[src/rtl/copper_sequencer.sv]
// copper_sequencer: copper instruction sequencer.
// Fetches 16-bit copper words from the copper program BRAM (1-cycle read latency),
// decodes MOVE / WAIT / JUMP / SKIP / NOP against the beam position and issues
// XR register writes to the register arbiter. Restarts at address 0 on every EOF.
//
// Latency : one-word instructions take 2 cycles (ADDR, EXEC); MOVE takes
//           ADDR, EXEC, MADDR, MDATA, WRITE (5 cycles minimum) plus any ack wait.
// Backpressure: a write is held in WRITE until xr_wr_ack_i; en_i low or eof_i
//           abandon the pending write.
//
// Build option:
//   COPPER_SKIP_EN  defined   -> opcode 011 is SKIP (conditional PC += 3)
//                   undefined -> opcode 011 decodes as NOP, no SKIP compare logic
//
// Ports:
//   clk, reset_i        sole clock, synchronous active-high reset
//   en_i                copper enable, low forces HALT
//   eof_i               one-cycle end-of-frame pulse
//   h_count_i/v_count_i current beam position
//   rd_address_o        BRAM read address (the registered PC)
//   rd_data_i           BRAM read data, valid one cycle after the address
//   xr_wr_en_o          XR write request, held until xr_wr_ack_i
//   xr_addr_o/xr_data_o XR write address and data, stable while requesting

module copper_sequencer #(
   parameter int AWIDTH = 10
) (
   input  logic              clk,
   input  logic              reset_i,
   input  logic              en_i,
   input  logic              eof_i,
   input  logic [10:0]       h_count_i,
   input  logic [10:0]       v_count_i,
   output logic [AWIDTH-1:0] rd_address_o,
   input  logic [15:0]       rd_data_i,
   output logic              xr_wr_en_o,
   input  logic              xr_wr_ack_i,
   output logic [11:0]       xr_addr_o,
   output logic [15:0]       xr_data_o
);

   localparam logic [2:0] OP_MOVE = 3'b000;
   localparam logic [2:0] OP_WAIT = 3'b001;
   localparam logic [2:0] OP_JUMP = 3'b010;
`ifdef COPPER_SKIP_EN
   localparam logic [2:0] OP_SKIP = 3'b011;
`endif

   typedef enum logic [2:0] {
      HALT,
      ADDR,
      EXEC,
      MADDR,
      MDATA,
      WRITE,
      WAITING
   } state_t;

   state_t            state;
   logic [AWIDTH-1:0] pc;

   // Only the compare fields of a WAIT word are kept; the opcode is implied
   // by being in WAITING. [12] selects h/v, [11] means "EOF only", [10:0] position.
   logic [12:0]       wait_word;

   logic              wait_pos_met;
   logic              wait_done;
   logic [AWIDTH-1:0] pc_inc;

   // The PC is a register, so the BRAM address is registered by construction.
   assign rd_address_o = pc;

   // Natural AWIDTH-bit overflow gives the modulo-2^AWIDTH wrap.
   assign pc_inc = pc + AWIDTH'(1);

   // WAIT compare runs on the latched word so a changing rd_data_i during the
   // wait has no effect. With [11] set only eof_i (handled by priority) exits.
   always_comb begin
      wait_pos_met = 1'b0;
      if (wait_word[12]) begin
         wait_pos_met = (h_count_i >= wait_word[10:0]);
      end else begin
         wait_pos_met = (v_count_i >= wait_word[10:0]);
      end
      wait_done = wait_pos_met && !wait_word[11];
   end

`ifdef COPPER_SKIP_EN
   // SKIP is decided in EXEC directly from the fresh BRAM word; [11] is ignored.
   logic skip_met;
   always_comb begin
      skip_met = 1'b0;
      if (rd_data_i[12]) begin
         skip_met = (h_count_i >= rd_data_i[10:0]);
      end else begin
         skip_met = (v_count_i >= rd_data_i[10:0]);
      end
   end
`endif

   always_ff @(posedge clk) begin
      if (reset_i) begin
         state      <= HALT;
         pc         <= '0;
         wait_word  <= '0;
         xr_wr_en_o <= 1'b0;
         xr_addr_o  <= '0;
         xr_data_o  <= '0;
      end else if (!en_i) begin
         // Disable wins over everything but reset; a pending write is dropped.
         state      <= HALT;
         pc         <= '0;
         xr_wr_en_o <= 1'b0;
      end else if (eof_i) begin
         // Frame restart from any state, also beating a WAIT that is
         // satisfied in the same cycle.
         state      <= ADDR;
         pc         <= '0;
         xr_wr_en_o <= 1'b0;
      end else begin
         case (state)
            HALT: begin
               pc    <= '0;
               state <= ADDR;
            end

            ADDR: begin
               state <= EXEC;
            end

            EXEC: begin
               case (rd_data_i[15:13])
                  OP_MOVE: begin
                     xr_addr_o <= rd_data_i[11:0];
                     pc        <= pc_inc;
                     state     <= MADDR;
                  end
                  OP_WAIT: begin
                     wait_word <= rd_data_i[12:0];
                     state     <= WAITING;
                  end
                  OP_JUMP: begin
                     pc    <= rd_data_i[AWIDTH-1:0];
                     state <= ADDR;
                  end
`ifdef COPPER_SKIP_EN
                  OP_SKIP: begin
                     pc    <= skip_met ? (pc + AWIDTH'(3)) : pc_inc;
                     state <= ADDR;
                  end
`endif
                  default: begin
                     // NOP (and opcode 011 when SKIP is not built)
                     pc    <= pc_inc;
                     state <= ADDR;
                  end
               endcase
            end

            MADDR: begin
               state <= MDATA;
            end

            MDATA: begin
               xr_data_o  <= rd_data_i;
               xr_wr_en_o <= 1'b1;
               pc         <= pc_inc;
               state      <= WRITE;
            end

            WRITE: begin
               // Request, address and data hold until the ack cycle; the
               // request drops on the very next edge.
               if (xr_wr_ack_i) begin
                  xr_wr_en_o <= 1'b0;
                  state      <= ADDR;
               end
            end

            WAITING: begin
               if (wait_done) begin
                  pc    <= pc_inc;
                  state <= ADDR;
               end
            end

            default: begin
               state      <= HALT;
               pc         <= '0;
               xr_wr_en_o <= 1'b0;
            end
         endcase
      end
   end

endmodule

[config.mk]
export PLATFORM = sky130hd
export DESIGN_NAME = copper_sequencer
export DESIGN_NICKNAME = d
export VERILOG_FILES = /design/src/rtl/copper_sequencer.sv
export SDC_FILE = /design/constraint.sdc
export NUM_CORES = 1
export LEC_CHECK = 0
export ABC_AREA = 1
export CAP_MARGIN = 20
export CORE_MARGIN = 2
export CORE_UTILIZATION = 35
export DETAILED_ROUTE_END_ITERATION = 8
export GPL_ROUTABILITY_DRIVEN = 0
export GPL_TIMING_DRIVEN = 0
export SLEW_MARGIN = 20
export SYNTH_ARGS = -nofsm -noshare
export SYNTH_HDL_FRONTEND = slang
export SYNTH_SLANG_ARGS = --single-unit
export TNS_END_PERCENT = 10
[constraint.sdc]
create_clock -name clk -period 1.7 [get_ports clk]
set_input_delay 0.17 -clock clk [delete_from_list [all_inputs] [get_ports clk]]
set_output_delay 0.17 -clock clk [all_outputs]
set_load 0.005 [all_outputs]
; ---- Word-level counts from Yosys, hierarchy flattened
; Cells that the tools add are included.
[totals]
regBits = 55
latch_bits = 0
ramBits = 0
rom_bits = 0
inputBits = 43
out_inout_bits = 39
elab_cells = 53
n_memories = 0
[op_classes]
n_addsub = 1
mul = 0
div = 0
magnitude_cmp = 2
eq_ne = 13
n_shift = 0
n_mux = 11
n_bitwise = 4
n_reduce_logical = 15
[op_table]
columns = operator, count
row1 = $pmux W10 S4, 1
row2 = $ge A11 B11 Y1, 2
row3 = $pmux W3 S7, 1
row4 = $pmux W10 S2, 1
row5 = $add A10 B1 Y10 const B, 1
row6 = $mux W10, 1
row7 = $eq A3 B2 Y1 const B, 3
row8 = $eq A3 B3 Y1 const B, 3
row9 = $reduce_and A4 Y1, 2
row10 = $eq A3 B1 Y1 const B, 2
row11 = $logic_not A3 Y1, 2
row12 = $mux W3, 2
row13 = $ne A2 B2 Y1 const B, 3
row14 = $ne A3 B3 Y1 const B, 2
row15 = $pmux W3 S2, 1
row16 = $reduce_and A2 Y1, 3
row17 = $reduce_and A3 Y1, 2
row18 = $reduce_or A3 Y1, 2
row19 = $reduce_or A5 Y1, 1
row20 = $not A1 Y1, 4
row21 = $mux W1, 3
row22 = $pmux W1 S3, 1
row23 = $reduce_or A2 Y1, 1
row24 = $logic_and A1 B1 Y1, 1
row25 = $logic_not A1 Y1, 1

; ---- Longest topological paths before layout
[depth]
depth_word = 6
mapped_depth = 15
mapped_depth_nobuf = 14

; ---- Worst setup path after synthesis
; Ideal clock, no wire load.
[synth_timing]
path_type = register to register
startpoint = reg wait_word[6]
endpoint = reg pc[1] (netlist: rd_address_o[1])
setup_ns = 0.113
arrival_time_ns = 1.549
t_required_ns = 1.587
path_slack_ns = 0.038
path_stages_with_launch = 15
n_path_buf = 1
synth_period_minus_slack_ns = 1.662
cell_sequence = dfxtp_1 -> inv_1 -> ha_1 -> nand2_1 -> nor2_1 -> and2_1 -> nand2_1 -> nand4_1 -> nand3_1 -> nand2_1 -> buf_4 -> nand2_1 -> nand2_1 -> nand2_1 -> nor2_1
[synth_via]
elab_chain_cells = 5
elab_cells_between_ends = 6
classes_between = order compare: 2 / eq/ne: 1 / mux: 1 / reduce/logical: 2
[synth_lines]
columns = element, line_no
row1 = "start, declared", 64  ; logic [12:0] wait_word;
row2 = "start signal, assigned", 139  ; wait_word <= rd_data_i[12:0];
row3 = "$ge A11 B11 Y1, on equally long branches", "83, 81"
row4 = $mux W1 *, 80  ; if (wait_word[12]) begin
row5 = $logic_and A1 B1 Y1 *, 85  ; wait_done = wait_pos_met && !wait_word[11];
row6 = $ne A2 B2 Y1 (no line) *, n/a
row7 = $reduce_and A3 Y1 (no line) *, n/a
row8 = "end signal, assigned", 135  ; pc <= pc_inc;
row9 = "end signal, assigned", 143  ; pc <= rd_data_i[AWIDTH-1:0];
row10 = "end signal, assigned", 154  ; pc <= pc_inc;
row11 = "end, declared", 60  ; logic [AWIDTH-1:0] pc;
; Mark *: on every way between the ends. The rest lies on a longest branch, timed or not.
; A chain may end at the register's enable or synchronous reset.

; ---- Final worst setup path
[layout_timing]
startpoint = reg wait_word[4]
endpoint = reg pc[1] (netlist: rd_address_o[1])
; The elaborated chain is that of the path after synthesis.

==> qor.yml <==
status:
  outcome: "finished with violations"
  failed_checks: "setup timing"
sta:
  holdWs_ns: 0.467
  worstMarginPinSlew_ns: 0.521
  rsz0062_at_grt: "true"
  worst_slack_ns: -0.132
  setup_violations: 12
  slew_headroom_pct: 65.2
  hold_viol: 0
  slew_violations: 0
  fin_skew_ns: 0.00594
  max_freq_mhz: 546
  fin_setup_tns_ns: -1.20
  period_share_pct: 108
  fin_crit_ns: 1.83
floorplan:
  start_util_pct: 35.6
  die_y_um: 97.5
  io_pins: 82
  dieArea_um2: 9500
  die_w_um: 97.5
  rows: 34
  core-area_um2: 8590
detailed_routing:
  drc_errors: 0
  final_antenna_net_count: 0
  wl_mm: 8.90
  wl_per_cell_um: 14.5
  drt_pass1_iterations: 4
  dr.first_iter.drc_count: 123
  vias_per_cell: 4.93
  vias: 3031
grt:
  grt_pass1_vias: 3008
  grt_overflow_total: 0
  grt_max_degree: 18
  grt.total_usage_pct: 18.7
  grt_first_pass_wirelength_mm: 14.8
  antenna_found_initial: 0
place:
  place_hpwl_mm: 6.64
  place_ws_ns: -0.573
  portBuffers: 81
logic_synthesis:
  ys_types: 35
  yosys_warnings: 0
  syn_nets: 479
  ys_ff_latch: 55
  seq_area_frac_synth_pct: 36.0
  synthCells: 413
  synth_top_cell_by_area: "dfxtp_1"
  syn_area_per_cell_um2: 7.40
  synth_top_area_share_pct: 36.0
  synth_area_leaders: "dfxtp_1 36%, ha_1 9.4%, nand2_1 7.6%, a21oi_1 7.0%, inv_1 6.9%"
  synthesis.area_um2: 3060
flow_run:
  max_cap_viol_count: 0
setup_path:
  critPathBufInv: 2
  crit_top_cell: "nand2_4"
  worstPathMaxFanout: 5
  crit_family: "simple AND/OR/NAND/NOR gates"
  end_kind: "register"
  cp.required_ns: 1.96
  cp_slowest_stage_delay_ns: 0.36
  start_kind: "register"
  path_class: "reg2reg"
  crit_chain: "inv_4, ha_4, nand2_4, nor2_4, and2_4, nand2_2, nand4_1, nand3_2, nand2_4, buf_6, nand2_4, nand2_2, nand2_1, nor2_1"
  crit_slowest_cell: "dfxtp_2"
  worstPathArrival_ns: 2.09
cells_and_area:
  utilization_pct: 52.0
  antenna_cells: 0
  layout.nets: 572
  fill_cells: 827
  register_area_um2: 1110
  syn_to_final_growth_pct: 46.0
  multi_input_area_um2: 1920
  drive_above_1_share_pct: 21.9
cts:
  root_buffer: "clkbuf_8"
  ctsLongestPathBuffers: 2
  clk_latency_ns: 0.31
  cts_tree: "yes"
  htreeDepth: 2
  hold_buffers: 0
  cts_buffers: 5
  cts.clk_slew.worst_paths_ns: 0.10
  clock_sinks: 55
power:
  p_per_area_nw_per_um2: 556
  power.leakage_nw: 1.79
  ir_drop_mv: 0.294
min_path:
  hp-class: "in2reg"
sequential cells by signal (all words and copies together) (netlist names):
name          cells
rd_address_o     10
wait_word        13
xr_addr_o        12
xr_wr_en_o        1
state             3
xr_data_o        16
placed cells by master, fill, tap and decap left out, types with 2 or more instances in the layout:
cell type,instances
a211oi_2,3
o21ai_1,11
buf_6,4
nor3_4,2
a21oi_2,16
inv_1,47
clkbuf_8,6
nor2_2,6
xnor2_1,2
a21oi_1,37
nand2_4,5
clkdlybuf4s50_1,81
nand3_1,10
clkbuf_1,4
dfxtp_2,9
o22ai_1,6
inv_2,11
nor2_1,42
nor2_4,4
dfxtp_1,46
o21ai_0,24
nand2_2,9
buf_2,2
a211oi_1,9
ha_1,9
ha_4,14
nand3b_1,7
nand3_2,2
inv_4,3
nand4_1,5
nand2_1,50
buf_4,9
final cells by class:
type | instances | area share (%)
Buffer | 15 | 2.33
Clock buffer | 6 | 1.85
Clock inverter | 2 | 0.364
Inverter | 62 | 5.41
Multi-Input combinational cell | 281 | 43.1
Sequential cell | 55 | 24.9
Tap cell | 108 | 3.03
Timing Repair Buffer | 86 | 19.0
timing repair:
item	CTS	global route
buffers inserted	3	1
resized for setup	51	29
endpoints found under the setup margin	13	43
gates cloned	1	0
pin swaps	18	8
Yosys cell counts:
master	number
a211oi_1	9
a211oi_2	3
a21oi_1	43
a21oi_2	10
a31oi_1	1
and2_1	1
buf_1	1
buf_2	6
buf_4	2
buf_6	2
clkbuf_1	4
clkinv_2	1
dfxtp_1	55
ha_1	23
inv_1	56
inv_2	5
nand2_1	62
nand2_2	1
nand2_4	1
nand3_1	12
nand3b_1	7
nand4_1	5
nor2_1	47
nor2_2	3
nor2_4	2
nor3_1	2
nor3_4	2
nor4_1	1
nor4_4	1
o21ai_0	26
o21ai_1	9
o22ai_1	6
o31ai_1	1
xnor2_1	2
xor2_1	1
power breakdown:
group | total (mW) | internal (mW) | switching [mW]
sequential | 1.31 | 1.30 | 0.0119
clock | 0.782 | 0.334 | 0.448
combinational | 0.393 | 0.197 | 0.196
total | 2.48 | 1.83 | 0.656
layer usage:
metal  global-route usage [%]  wire, um  share of wire (%)
met1                     24.9      4090                 46
met2                     32.1      4360                 49
met3                     2.81       369                4.1
met4                     4.27        75               0.84
met5                        0         0                  0
path summary, 6_finish.rpt:
kind,startpoint,to,slack [ns],depth (start not counted)
worst max register to register,wait_word[4]$_SDFFE_PP0P_,rd_address_o[1]$_SDFFE_PP0P_,-0.13,14
worst min-delay path,rd_data_i[10],xr_addr_o[10]$_SDFFE_PP0P_,0.47,3
worst min register to register,xr_wr_en_o$_SDFFE_PP0P_,xr_wr_en_o$_SDFFE_PP0P_,0.48,2
worst max-delay path,wait_word[4]$_SDFFE_PP0P_,rd_address_o[1]$_SDFFE_PP0P_,-0.13,14
worst reg2reg max path, delay by kind of cell, from the launching register on:
family                   cells  cell delay (ns)
AND/OR/NAND/NOR             11             0.97
buffers and inverters        2             0.17
flip-flops                   1             0.36
adder cells (fa/ha/maj)      1             0.27
per-stage QoR:
stage               cells  power (mW)  instance area (um^2)
floorplan             413        1.50                  3060
global placement      602        1.66                  4000
detailed placement    602        1.67                  4000
CTS                   614        2.47                  4330
global route          615        2.59                  4460
finish                615        2.48                  4460
kinds of logic after synthesis:
kind of cell             after synthesis  share of synthesized area (%)
AO/OA/AOI/OAI                        108                           20.7
XOR/XNOR                               3                          0.859
adder cells (fa/ha/maj)               23                           9.41
buffers and inverters                 77                           10.5
flip-flops                            55                           36.0
AND/OR/NAND/NOR                      147                           22.5
(Power assumes the default switching activity.)
